**src/rtl/uart_pkg.sv**
```systemverilog
// Shared UART definitions: parity encodings, TX state enum, bit-count constants
// and the per-frame configuration payload latched at acceptance.
package uart_pkg;

    localparam int unsigned OversampleBits = 4;
    localparam int unsigned DataBits       = 8;
    localparam int unsigned BitCountBits   = 3;

    localparam logic [1:0] ParityNone0 = 2'd0;
    localparam logic [1:0] ParityNone1 = 2'd1;
    localparam logic [1:0] ParityEven  = 2'd2;
    localparam logic [1:0] ParityOdd   = 2'd3;

    typedef enum logic [2:0] {
        TxIdle,
        TxStart,
        TxData,
        TxParity,
        TxStop1,
        TxStop2
    } tx_state_e;

    typedef struct packed {
        logic [DataBits-1:0] data;
        logic [1:0]          parity_type;
        logic                nstop;
    } tx_frame_cfg_t;

    function automatic logic has_parity(input logic [1:0] pt);
        return !((pt == ParityNone0) || (pt == ParityNone1));
    endfunction

    // Even parity makes the total count of ones even; odd makes it odd.
    function automatic logic parity_bit(input logic [DataBits-1:0] d, input logic [1:0] pt);
        if (pt == ParityOdd)  return ~^d;
        if (pt == ParityEven) return ^d;
        return 1'b1;
    endfunction

endpackage

```
**src/rtl/sync_parallel_counter.sv**
```systemverilog
// Synchronous up-counter with clear priority over enable; wraps at full scale.
module sync_parallel_counter #(
    parameter int unsigned Width = 4
) (
    input  logic             clock,
    input  logic             reset,
    input  logic             clear,
    input  logic             enable,
    output logic [Width-1:0] count
);

    always_ff @(posedge clock or posedge reset) begin
        if (reset) begin
            count <= '0;
        end else if (clear) begin
            count <= '0;
        end else if (enable) begin
            count <= count + Width'(1);
        end
    end

endmodule

```
**src/rtl/uart_tx.sv**
```systemverilog
// UART transmitter: 8 data bits LSB-first, optional parity, 1/2 stop bits, 16 clocks per bit.
// Define UART_TX_HOLD_BUFFER_EN to add a one-entry holding register for gapless back-to-back frames.
module uart_tx
    import uart_pkg::*;
(
    input  logic                clock,
    input  logic                reset,
    input  logic                tx_en,
    input  logic [1:0]          parity_type,
    input  logic                nstop,
    input  logic [DataBits-1:0] data_in,
    input  logic                data_valid,
    output logic                tx_ready,
    output logic                tx_busy,
    output logic                tx_done,
    output logic                txd
);

    tx_state_e                 state;
    tx_frame_cfg_t             cur;
    tx_frame_cfg_t             incoming;
    tx_frame_cfg_t             next_cfg;
    logic [BitCountBits-1:0]   bit_cnt;
    logic [OversampleBits-1:0] cyc;
    logic                      par_q;
    logic                      cyc_last;
    logic                      accept_c;
    logic                      final_c;
    logic                      start_c;

    assign incoming = '{data: data_in, parity_type: parity_type, nstop: nstop};
    assign accept_c = data_valid & tx_ready;
    assign cyc_last = (cyc == {OversampleBits{1'b1}});
    assign final_c  = cyc_last & ((state == TxStop2) | ((state == TxStop1) & ~cur.nstop));

`ifdef UART_TX_HOLD_BUFFER_EN
    logic          hold_full;
    tx_frame_cfg_t hold_q;

    assign tx_ready = tx_en & ~hold_full;
    assign start_c  = ((state == TxIdle) & accept_c) | (final_c & (hold_full | accept_c));
    assign next_cfg = hold_full ? hold_q : incoming;

    // Bytes arriving mid-frame wait here until the current stop bit ends.
    always_ff @(posedge clock or posedge reset) begin
        if (reset) begin
            hold_full <= 1'b0;
            hold_q    <= '0;
        end else if (final_c & hold_full) begin
            hold_full <= 1'b0;
        end else if (accept_c & ~start_c) begin
            hold_full <= 1'b1;
            hold_q    <= incoming;
        end
    end
`else
    assign tx_ready = tx_en & ~tx_busy;
    assign start_c  = (state == TxIdle) & accept_c;
    assign next_cfg = incoming;
`endif

    sync_parallel_counter #(
        .Width(OversampleBits)
    ) u_bit_timer (
        .clock (clock),
        .reset (reset),
        .clear (start_c),
        .enable(tx_busy),
        .count (cyc)
    );

    // Frame sequencer; every state lasts one full bit time of the shared timer.
    always_ff @(posedge clock or posedge reset) begin
        if (reset) begin
            state   <= TxIdle;
            cur     <= '0;
            par_q   <= 1'b0;
            bit_cnt <= '0;
            txd     <= 1'b1;
            tx_busy <= 1'b0;
            tx_done <= 1'b0;
        end else begin
            tx_done <= 1'b0;
            if (start_c) begin
                state   <= TxStart;
                cur     <= next_cfg;
                par_q   <= parity_bit(next_cfg.data, next_cfg.parity_type);
                bit_cnt <= '0;
                txd     <= 1'b0;
                tx_busy <= 1'b1;
                tx_done <= final_c;
            end else if (cyc_last) begin
                case (state)
                    TxStart: begin
                        state <= TxData;
                        txd   <= cur.data[0];
                    end
                    TxData: begin
                        if (bit_cnt == BitCountBits'(DataBits - 1)) begin
                            if (has_parity(cur.parity_type)) begin
                                state <= TxParity;
                                txd   <= par_q;
                            end else begin
                                state <= TxStop1;
                                txd   <= 1'b1;
                            end
                        end else begin
                            bit_cnt  <= bit_cnt + BitCountBits'(1);
                            cur.data <= cur.data >> 1;
                            txd      <= cur.data[1];
                        end
                    end
                    TxParity: begin
                        state <= TxStop1;
                        txd   <= 1'b1;
                    end
                    TxStop1: begin
                        txd <= 1'b1;
                        if (cur.nstop) begin
                            state <= TxStop2;
                        end else begin
                            state   <= TxIdle;
                            tx_busy <= 1'b0;
                            tx_done <= 1'b1;
                        end
                    end
                    TxStop2: begin
                        txd     <= 1'b1;
                        state   <= TxIdle;
                        tx_busy <= 1'b0;
                        tx_done <= 1'b1;
                    end
                    default: begin
                        state <= TxIdle;
                        txd   <= 1'b1;
                    end
                endcase
            end
        end
    end

endmodule
```
**config.mk**
```make
export PLATFORM = sky130hd
export DESIGN_NAME = uart_tx
export DESIGN_NICKNAME = d
export VERILOG_FILES = /design/src/rtl/uart_pkg.sv /design/src/rtl/sync_parallel_counter.sv /design/src/rtl/uart_tx.sv
export SDC_FILE = /design/constraint.sdc
export NUM_CORES = 1
export LEC_CHECK = 0
export ABC_AREA = 1
export CAP_MARGIN = 10
export CORE_MARGIN = 5
export CORE_UTILIZATION = 45
export CTS_BUF_LIST = sky130_fd_sc_hd__clkbuf_4
export DETAILED_ROUTE_END_ITERATION = 8
export PLACE_DENSITY_LB_ADDON = 0.1
export SLEW_MARGIN = 20
export SYNTH_ARGS = -nofsm -noshare
export SYNTH_HDL_FRONTEND = slang
export SYNTH_SLANG_ARGS = --single-unit
export TNS_END_PERCENT = 10
```
**constraint.sdc**
```tcl
create_clock -name clock -period 1.74 [get_ports clock]
set_input_delay 0.261 -clock clock [delete_from_list [all_inputs] [get_ports clock]]
set_output_delay 0.261 -clock clock [all_outputs]
set_load 0.1 [all_outputs]
```
==> results of run 1 <==
registers in the layout (all words and copies together), names as in the netlist:
register,count
tx_busy,1
state,3
bit_cnt,3
tx_done,1
u_bit_timer.count,4
cur,10
par_q,1
txd,1
worst max-delay path, delay by kind of cell (launching register included):
kind,cells,cell delay (ps)
and+or+nand+nor,4,550
DFF,1,430
adders and majority gates,2,410
buffers and inverters,1,100
AOI/OAI and AO/OA,1,90
metrics by stage:
step | setup slack [ps] | std cells | hold WS [ps] | setup TNS (ps) | power (mW)
floorplan | -259 | 161 | 275 | -3480 | 0.612
global placement | 71.6 | 214 | 471 | 0 | 0.660
detailed placement | 27.5 | 214 | 471 | 0 | 0.663
CTS | 60.9 | 218 | 271 | 0 | 0.913
global route | 6.69 | 218 | 282 | 0 | 0.953
finish | 114 | 218 | 265 | 0 | 0.901
synth_stat cells (all sizes together):
master / count
nor3: 3
o22ai: 1
or2: 2
xor2: 3
buf: 2
nand3: 11
ha: 3
dfstp: 1
nand4: 2
a22o: 2
inv: 20
o211ai: 9
nand2: 51
a21oi: 4
nor2: 11
clkbuf: 1
xnor2: 4
nor3b: 1
o21ai: 7
dfrtp: 23
cells by family after synthesis:
logic type / count (synthesis)
simple gates: 81
flops: 24
compound gates: 23
buf+inv: 23
xor+xnor: 7
fa+ha+maj: 3
area by class of cell:
class / instances / share of cell area, %
Clock buffer: 3 / 1.35
Sequential cell: 24 / 36.4
Timing Repair Buffer: 25 / 16.6
Clock inverter: 1 / 0.226
Tap cell: 31 / 2.33
Multi-Input combinational cell: 114 / 38.4
Inverter: 20 / 4.66
power by group through the flow:
stage	clock network (mW)	logic, mW	registers, mW
6_report	0.251	0.0926	0.558
3_5_place_dp	0	0.0944	0.568
5_1_grt	0.289	0.106	0.558
2_1_floorplan	0	0.0437	0.568
4_1_cts	0.261	0.0945	0.558
3_3_place_gp	0	0.0916	0.568
worst max-delay path by stage:
stage                                 from                     end  slack [ps]  cells after the start
detailed placement                   tx_en      cur[5]$_DFFE_PP0P_          30                      9
floorplan              tx_busy$_DFFE_PP0P_     cur[10]$_DFFE_PP0P_        -260                      6
finish              bit_cnt[0]$_DFFE_PP0P_      cur[7]$_DFFE_PP0P_         110                      8
CTS                 bit_cnt[0]$_DFFE_PP0P_      cur[5]$_DFFE_PP0P_          60                      8
global route        bit_cnt[0]$_DFFE_PP0P_  bit_cnt[0]$_DFFE_PP0P_           7                      7
global placement                     tx_en      cur[7]$_DFFE_PP0P_          70                      7
what timing repair did:
item,4_1_cts,5_1_grt
setup endpoints to repair,0,6
resized for setup,0,3
endpoints found under the hold margin,0,0
layout by cell type (no fill, tap or decap), types with 6 or more instances in the layout:
master           Yosys  routed
buf_4                1       6
clkdlybuf4s50_1      0      14
dfrtp_1             23      22
inv_1               19      18
nand2_1             50      50
nand3_1             11      10
nor2_1               7       7
o211ai_1             9       9
o21ai_0              7       7
layer usage:
layer / vias to the layer above / global-route usage [%]
li1: 578 / -
met1: 503 / 17.5
met2: 19 / 23.7
met3: 6 / 4.03
met4: 0 / 4.33
met5: - / 0
==> impl_metrics.env, run 1 <==
export IMPL_area_sequential_sq_um=606
export IMPL_gp_congestion=0.812
export IMPL_drcViolationCount=0
export IMPL_fmax_mhz=615
export IMPL_syn_avg_cell_area_sq_um=8.21
export IMPL_vias_per_cell=5.07
export IMPL_post_cts_buffers=0
export IMPL_clock_skew_ps=1.97
export IMPL_synth_compound_area_share_pct=11.1
export IMPL_synth_net_count=179
export IMPL_peakVddDrop_mv=0.508
export IMPL_routed_via_count=1106
export IMPL_layout_nets=206
export IMPL_crit_required_ps=2000
export IMPL_initial_utilization_pct=47.5
export IMPL_synth_top_family_by_area="simple AND/OR/NAND/NOR gates"
export IMPL_nFillCells=255
export IMPL_synthMuxAreaShare_pct=0
export IMPL_drt_wl_total_um=2690
export IMPL_die_height_um=64.2
export IMPL_yosysSeqAreaShare_pct=45.5
export IMPL_powerDensity_nw_per_um2=542
export IMPL_hold_violations=0
export IMPL_relSlewSlack_pct=78.3
export IMPL_hpwlAfterDp_um=2110
export IMPL_core_area_sq_um=2780
export IMPL_slowest_stage="dfrtp_1"
export IMPL_final_area_sq_um=1660
export IMPL_dr_wl_met3_um=103
export IMPL_first_pass_iters=4
export IMPL_cap_violations=0
export IMPL_synth_largest_area_cell="dfrtp_1"
export IMPL_dpl_cell_area_sq_um=1630
export IMPL_clockPowerShare_pct=27.8
export IMPL_start_kind="flop"
export IMPL_setup_violations=0
export IMPL_io_pins=19
export IMPL_cp_cell_sequence="ha_1 -> ha_1 -> or2_4 -> nor2_8 -> nor2_4 -> inv_2 -> o211ai_1 -> nand2_1"
export IMPL_met1_length_um=1270
export IMPL_clk_pin_slew_ps=130
export IMPL_clock_path_buffers=2
export IMPL_clock_sinks=24
export IMPL_synthCells=161
export IMPL_drive_above_1_share_pct=14.4
export IMPL_power_switching_mw=0.213
export IMPL_syn_area_sq_um=1320
export IMPL_drv_slew=0
export IMPL_hold_path_class="input pin to asynchronous set/reset pin"
export IMPL_cts_inserted_buffers=3
export IMPL_synth_distinct_cells=28
export IMPL_r2r_start="bit_cnt[0]$_DFFE_PP0P_"
export IMPL_n_antenna_cell=0
export IMPL_r2r_cells=8
export IMPL_rsz0062_at_grt="no"
export IMPL_intPower_mw=0.688
export IMPL_port_buffers=18
export IMPL_overflow=0
export IMPL_cts_tree="built"
export IMPL_wl_met2_um=1260
export IMPL_syn2layout_area_growth_pct=25.8
export IMPL_synth_top_area_share_pct=43.5
export IMPL_cts_hold_buf=0
export IMPL_grt_start_max_net_pins=25
export IMPL_status="complete, no violations"
export IMPL_ant_nets=0
export IMPL_grt_pass1_vias=1106
export IMPL_worstSetupEndpointType="flop"
export IMPL_combPwrFrac_pct=10.3
export IMPL_yosys_top_cells_area="dfrtp_1 44%, nand2_1 14%, inv_1 5.4%"
export IMPL_slowest_delay_ps=430
export IMPL_multi_input_area_sq_um=639
export IMPL_grt_pass1_wl_um=4730
export IMPL_clk_latency_ps=310
export IMPL_num_rows=19
export IMPL_path_max_fanout=11
export IMPL_worstPathArrival_ps=1890
export IMPL_synth_xor_area_share_pct=4.64
export IMPL_dieWidth_um=64.2
export IMPL_seqPwrFrac_pct=61.9
export IMPL_wl_per_cell_um=12.3
export IMPL_fin_crit_ps=1630
export IMPL_ys_ff_latch=24
export IMPL_grt_antenna_before_repair=0
export IMPL_drt_first_iter_violations=36
export IMPL_grt_util_all_layers_pct=14.1
export IMPL_post_route_period_util_pct=93.4
export IMPL_synth_simple_gate_area_share_pct=28.4
export IMPL_crit_top_cell="ha_1"
export IMPL_worstSetupPathType="flop to flop"
export IMPL_worst_pin_slew_ps=323
export IMPL_p_sw_share_pct=23.6
export IMPL_cts_root_buf="clkbuf_4"
export IMPL_rrSetupSlack_ps=110
export IMPL_maxUsedRoutingLayer="met4"
export IMPL_yosysWarnings=0
export IMPL_h_tree_depth=1
export IMPL_r2r_end="cur[7]$_DFFE_PP0P_"
export IMPL_synth_fa_ha_area_share_pct=2.84
export IMPL_dieArea_sq_um=4120
export IMPL_final_util_pct=59.8
export IMPL_p_leak_nw=0.870
Note: power is estimated with default switching activity, not from simulation.
==> inputs of run 2 (changes only) <==
--- a/config.mk
+++ b/config.mk
@@ -9,7 +9,7 @@
 export CAP_MARGIN = 10
 export CORE_MARGIN = 5
 export CORE_UTILIZATION = 45
-export CTS_BUF_LIST = sky130_fd_sc_hd__clkbuf_4
+export CTS_BUF_LIST = sky130_fd_sc_hd__clkbuf_16
 export DETAILED_ROUTE_END_ITERATION = 8
 export PLACE_DENSITY_LB_ADDON = 0.1
 export SLEW_MARGIN = 20
==> run 2 against run 1 <==
Against the previous run: die area stayed put; sequential share of layout area fell by 1.0 points; non-clock buffer count is the same; global-route usage is 0.43 points higher; design area increased by 2.9%; critical path type unchanged; critical endpoint unchanged; largest cell class unchanged; largest power group unchanged.
==> impl_metrics.env, run 2 (same netlist as run 1, synthesis figures left out) <==
export IMPL_largest_registers="cur (10), u_bit_timer.count (4)"
export IMPL_cp_cell_sequence="ha_1 -> ha_1 -> or2_4 -> nor2_8 -> nor2_4 -> inv_2 -> o211ai_1 -> nand2_1"
export IMPL_setup_violations=0
export IMPL_grt_antenna_before_repair=0
export IMPL_clock_path_buffers=2
export IMPL_post_cts_buffers=0
export IMPL_overflow=0
export IMPL_wl_per_cell_um=12.4
export IMPL_slowest_delay_ps=400
export IMPL_hold_violations=0
export IMPL_p_leak_nw=0.893
export IMPL_crit_required_ps=1930
export IMPL_clock_sinks=24
export IMPL_worst_pin_slew_ps=323
export IMPL_post_route_period_util_pct=92.1
export IMPL_regMostFlops="cur"
export IMPL_hpwlAfterDp_um=2110
export IMPL_worstSetupEndpointType="flop"
export IMPL_drv_slew=0
export IMPL_final_util_pct=61.6
export IMPL_grt_pass1_vias=1106
export IMPL_drcViolationCount=0
export IMPL_dieWidth_um=64.2
export IMPL_grt_start_max_net_pins=25
export IMPL_first_pass_iters=4
export IMPL_final_common_cell="nand2_1"
export IMPL_final_cell_mix="50 x nand2_1, 22 x dfrtp_1, 18 x inv_1"
export IMPL_num_rows=19
export IMPL_gp_congestion=0.812
export IMPL_dpl_cell_area_sq_um=1630
export IMPL_core_area_sq_um=2780
export IMPL_cts_tree="built"
export IMPL_drt_wl_total_um=2690
export IMPL_n_antenna_cell=0
export IMPL_peakVddDrop_mv=0.596
export IMPL_ant_nets=0
export IMPL_grt_pass1_wl_um=4760
export IMPL_clk_latency_ps=250
export IMPL_whs_ps=341
export IMPL_hold_path_class="input pin to asynchronous set/reset pin"
export IMPL_final_area_sq_um=1710
export IMPL_cts_root_buf="clkbuf_16"
export IMPL_clk_pin_slew_ps=60
export IMPL_port_buffers=18
export IMPL_layout_nets=206
export IMPL_worstPathArrival_ps=1790
export IMPL_grt_util_all_layers_pct=14.6
export IMPL_powerDensity_nw_per_um2=668
export IMPL_fmax_mhz=624
export IMPL_cts_inserted_buffers=3
export IMPL_vias_per_cell=5.10
export IMPL_fin_crit_ps=1600
export IMPL_drive_above_1_share_pct=14.4
export IMPL_relSlewSlack_pct=78.3
export IMPL_slowest_stage="dfrtp_1"
export IMPL_crit_top_cell="ha_1"
export IMPL_cap_violations=0
export IMPL_initial_utilization_pct=47.5
export IMPL_cts_hold_buf=0
export IMPL_clock_skew_ps=2.01
export IMPL_drt_first_iter_violations=43
export IMPL_path_max_fanout=11
export IMPL_routed_via_count=1111
export IMPL_syn2layout_area_growth_pct=29.5
export IMPL_largest_reg_flops=10
export IMPL_rsz0062_at_grt="no"
export IMPL_status="complete, no violations"
export IMPL_dieArea_sq_um=4120
export IMPL_io_pins=19
export IMPL_start_kind="flop"
export IMPL_worstSetupPathType="flop to flop"
export IMPL_h_tree_depth=1
export IMPL_die_height_um=64.2
[run 2: final timing paths]
check / start / endpoint / slack [ps] / cells after the start
setup / recovery: bit_cnt[0]$_DFFE_PP0P_ / cur[7]$_DFFE_PP0P_ / 140 / 8
hold / removal: reset / u_bit_timer.count[1]$_DFFE_PP0P_ / 340 / 3
setup reg to reg: bit_cnt[0]$_DFFE_PP0P_ / cur[7]$_DFFE_PP0P_ / 140 / 8
hold reg to reg: bit_cnt[0]$_DFFE_PP0P_ / bit_cnt[0]$_DFFE_PP0P_ / 490 / 1
max in group asynchronous: reset / txd$_DFFE_PP1P_ / 1110 / 3
min in group clock: bit_cnt[0]$_DFFE_PP0P_ / bit_cnt[0]$_DFFE_PP0P_ / 490 / 1
[run 2: power by group]
part / switching, mW / total [mW] / internal, mW
combinational: 0.0464 / 0.0928 / 0.0464
clock: 0.187 / 0.494 / 0.307
sequential: 0 / 0.558 / 0.558
total: 0.233 / 1.14 / 0.911
[run 2: stage by stage]
stage	worst slack [ps]	TNS [ps]	instances	total power, mW
final	138	0	218	1.14
after global routing	0.596	0	218	1.20
after CTS	78.0	0	218	1.16
after detailed placement	27.5	0	214	0.663
after global placement	71.6	0	214	0.660
after floorplan	-259	-3480	161	0.612
[run 2: metal layers]
layer / GRT usage, % / wire length [um] / up-vias
met5: 0 / 0 / -
li1: - / - / 577
met2: 23.7 / 1270 / 24
met4: 6.62 / 78 / 0
met1: 17.5 / 1230 / 501
met3: 4.55 / 122 / 9
[run 2: cell type report]
| cell class | instances | area (sq um) |
|---|---|---|
| multi-input combinational | 114 | 639 |
| fill | 245 | 1070 |
| inverter | 20 | 77.6 |
| clock inverter | 1 | 3.75 |
| tap | 31 | 38.8 |
| clock buffer | 3 | 75.1 |
| sequential | 24 | 606 |
| timing repair buffer | 25 | 273 |
[run 2: critical path, delay by kind of cell (launching register included)]
| kind | cells | cell delay, ps |
|---|---|---|
| flip-flops | 1 | 400 |
| AO/OA/AOI/OAI | 1 | 90 |
| adder cells (fa/ha/maj) | 2 | 410 |
| AND/OR/NAND/NOR | 4 | 540 |
| buffers and inverters | 1 | 100 |
[run 2: timing repair]
| action | in CTS | in global routing |
|---|---|---|
| gates resized for setup | 0 | 2 |
| endpoints found under the setup margin | 0 | 4 |
| endpoints found under the hold margin | 0 | 0 |
==> inputs of run 3 (changes only) <==
--- a/config.mk
+++ b/config.mk
@@ -5,7 +5,6 @@
 export SDC_FILE = /design/constraint.sdc
 export NUM_CORES = 1
 export LEC_CHECK = 0
-export ABC_AREA = 1
 export CAP_MARGIN = 10
 export CORE_MARGIN = 5
 export CORE_UTILIZATION = 45
==> run 3 against run 2 <==
Against the previous run: synthesized cell count decreased by 27%; global-route usage decreased by 2.2 points; utilization decreased by 2.3 points; clock skew increased by 1.0 ps; fmax decreased by 4.1%; total power decreased by 1.3%; combinational power decreased by 6.1%; hold slack improved by 11 ps; first-iteration DRC count decreased by 42%; sequential power about the same; area after synthesis decreased by 1.5%; clock power decreased by 2%.
==> impl_metrics.env, run 3 <==
export IMPL_status="complete, no violations"
export IMPL_hold_path_class="input pin to asynchronous set/reset pin"
export IMPL_clock_skew_ps=3.01
export IMPL_grt_pass1_vias=933
export IMPL_num_rows=19
export IMPL_wl_per_cell_um=13.5
export IMPL_worstPathArrival_ps=1810
export IMPL_timing_critical_path_to="cur[8]$_DFFE_PP0P_"
export IMPL_vias_per_cell=5.38
export IMPL_ys_top_cells_by_count="23 x dfrtp_1, 12 x nand2_1, 11 x mux2i_1"
export IMPL_yosys_top_cells_area="dfrtp_1 44%, mux2i_1 8.5%, o21ai_0 3.5%"
export IMPL_hold_violations=0
export IMPL_initial_utilization_pct=47.2
export IMPL_cap_violations=0
export IMPL_core_area_sq_um=2760
export IMPL_routed_via_count=910
export IMPL_first_pass_iters=2
export IMPL_ant_nets=0
export IMPL_worstSetupPathType="flop to flop"
export IMPL_drv_slew=0
export IMPL_worst_pin_slew_ps=487
export IMPL_die_height_um=63.8
export IMPL_cp_num_buf_inv=0
export IMPL_slowest_delay_ps=380
export IMPL_relSlewSlack_pct=67.5
export IMPL_post_route_period_util_pct=96.0
export IMPL_crit_required_ps=1880
export IMPL_synthArstFlopShare_pct=100
export IMPL_clk_pin_slew_ps=60
export IMPL_hpwlAfterDp_um=1610
export IMPL_grt_util_all_layers_pct=12.4
export IMPL_final_cell_mix="22 x dfrtp_1, 14 x clkdlybuf4s50_1, 12 x nand2_1"
export IMPL_setup_violations=0
export IMPL_syn_avg_cell_area_sq_um=11.1
export IMPL_cts_tree="built"
export IMPL_ys_ff_latch=24
export IMPL_r2r_end="cur[8]$_DFFE_PP0P_"
export IMPL_syn2layout_area_growth_pct=25.5
export IMPL_fmax_mhz=598
export IMPL_n_antenna_cell=0
export IMPL_dieWidth_um=63.8
export IMPL_r2r_start="bit_cnt[0]$_DFFE_PP0P_"
export IMPL_syn_area_sq_um=1300
export IMPL_final_area_sq_um=1630
export IMPL_synth_net_count=135
export IMPL_drt_wl_total_um=2280
export IMPL_port_buffers=18
export IMPL_clock_sinks=24
export IMPL_cts_hold_buf=0
export IMPL_synth_top_area_share_pct=44.2
export IMPL_powerDensity_nw_per_um2=692
export IMPL_yosysWarnings=0
export IMPL_dpl_cell_area_sq_um=1540
export IMPL_overflow=0
export IMPL_post_cts_buffers=0
export IMPL_synth_edff_count=0
export IMPL_slowest_stage="dfrtp_1"
export IMPL_crit_top_cell="ha_1"
export IMPL_gp_congestion=0.767
export IMPL_io_pins=19
export IMPL_synth_largest_area_cell="dfrtp_1"
export IMPL_clk_latency_ps=250
export IMPL_rrSetupSlack_ps=70
export IMPL_cts_inserted_buffers=3
export IMPL_crit_family="simple AND/OR/NAND/NOR gates"
export IMPL_rsz0062_at_grt="yes"
export IMPL_path_max_fanout=5
export IMPL_final_common_cell="dfrtp_1"
export IMPL_fin_crit_ps=1670
export IMPL_r2r_cells=6
export IMPL_largest_reg_flops=10
export IMPL_clock_path_buffers=2
export IMPL_cts_root_buf="clkbuf_16"
export IMPL_synthCells=117
export IMPL_grt_start_max_net_pins=25
export IMPL_drcViolationCount=0
export IMPL_yosysSeqAreaShare_pct=46.2
export IMPL_h_tree_depth=1
export IMPL_p_leak_nw=0.778
export IMPL_worstSetupEndpointType="flop"
export IMPL_largest_registers="cur (10), u_bit_timer.count (4)"
export IMPL_whs_ps=352
export IMPL_yosysMostFrequentCell="dfrtp_1"
export IMPL_final_util_pct=59.3
export IMPL_cp_cell_sequence="ha_1 -> ha_1 -> nor2_2 -> nand4b_2 -> mux2i_1 -> o21ai_0"
export IMPL_drt_first_iter_violations=25
export IMPL_start_kind="flop"
export IMPL_startpoint="bit_cnt[0]$_DFFE_PP0P_"
export IMPL_grt_pass1_wl_um=4050
export IMPL_regMostFlops="cur"
export IMPL_drive_above_1_share_pct=17.4
export IMPL_synth_distinct_cells=34
export IMPL_ys_flop_type="dfrtp_1"
export IMPL_layout_nets=157
export IMPL_grt_antenna_before_repair=0
export IMPL_cts_resized=0
export IMPL_peakVddDrop_mv=0.682
export IMPL_crit_cells=6
export IMPL_dieArea_sq_um=4070
## run 3: through the flow
step	setup TNS (ps)	total power [mW]	setup WS, ps	instances
6_report	0	1.13	68.8	169
5_1_grt	-80.0	1.18	-31.4	169
4_1_cts	0	1.15	16.3	168
3_5_place_dp	-5.47	0.655	-5.47	164
3_3_place_gp	0	0.655	4.43	164
2_1_floorplan	-5960	0.611	-478	117
## run 3: cell families after synthesis
group                      after synthesis  share of synthesized area (%)
and+or+nand+nor                         32                           14.4
DFF                                     24                           46.2
adders and majority gates                3                           2.88
AOI/OAI and AO/OA                       22                           10.9
xor gates and xnor gates                11                           8.45
muxes                                   13                           10.8
buffers and inverters                   12                           6.43
## run 3: power breakdown
group | total, mW | switching (mW) | leakage (nW) | internal (mW)
clock | 0.485 | 0.178 | 0.0423 | 0.306
combinational | 0.0871 | 0.0324 | 0.466 | 0.0547
sequential | 0.558 | 0 | 0.270 | 0.558
## run 3: final cells by class
| cell class | count | area, sq um |
|---|---|---|
| fillers | 230 | 1120 |
| inverters | 5 | 18.8 |
| clock buffers | 3 | 75.1 |
| clock inverters | 1 | 3.75 |
| flip-flops and latches | 24 | 606 |
| multi-input cells | 82 | 634 |
| well taps | 31 | 38.8 |
| repair buffers | 23 | 258 |
## run 3: per-layer routing
metal / track usage [%] / vias to the layer above / share of wire (%)
met3: 4.03 / 4 / 4.5
met2: 21.1 / 16 / 51
met5: 0 / - / 0
met1: 14.0 / 442 / 43
met4: 5.45 / 0 / 1.2
li1: - / 448 / -
## run 3: worst reg2reg max path: cells and delay by family (launching register included)
kind / cells / cell delay, ps
and+or+nand+nor: 2 / 460
muxes: 1 / 210
adders and majority gates: 2 / 420
DFF: 1 / 380
AOI/OAI and AO/OA: 1 / 90
## run 3: worst min-delay path by stage
stage / start / to / slack [ps]
2_1_floorplan: reset / bit_cnt[0]$_DFFE_PP0P_ / 270
3_3_place_gp: bit_cnt[1]$_DFFE_PP0P_ / bit_cnt[1]$_DFFE_PP0P_ / 520
3_5_place_dp: cur[10]$_DFFE_PP0P_ / cur[10]$_DFFE_PP0P_ / 530
4_1_cts: reset / u_bit_timer.count[0]$_DFFE_PP0P_ / 360
5_1_grt: reset / u_bit_timer.count[2]$_DFFE_PP0P_ / 390
6_report: reset / cur[8]$_DFFE_PP0P_ / 350
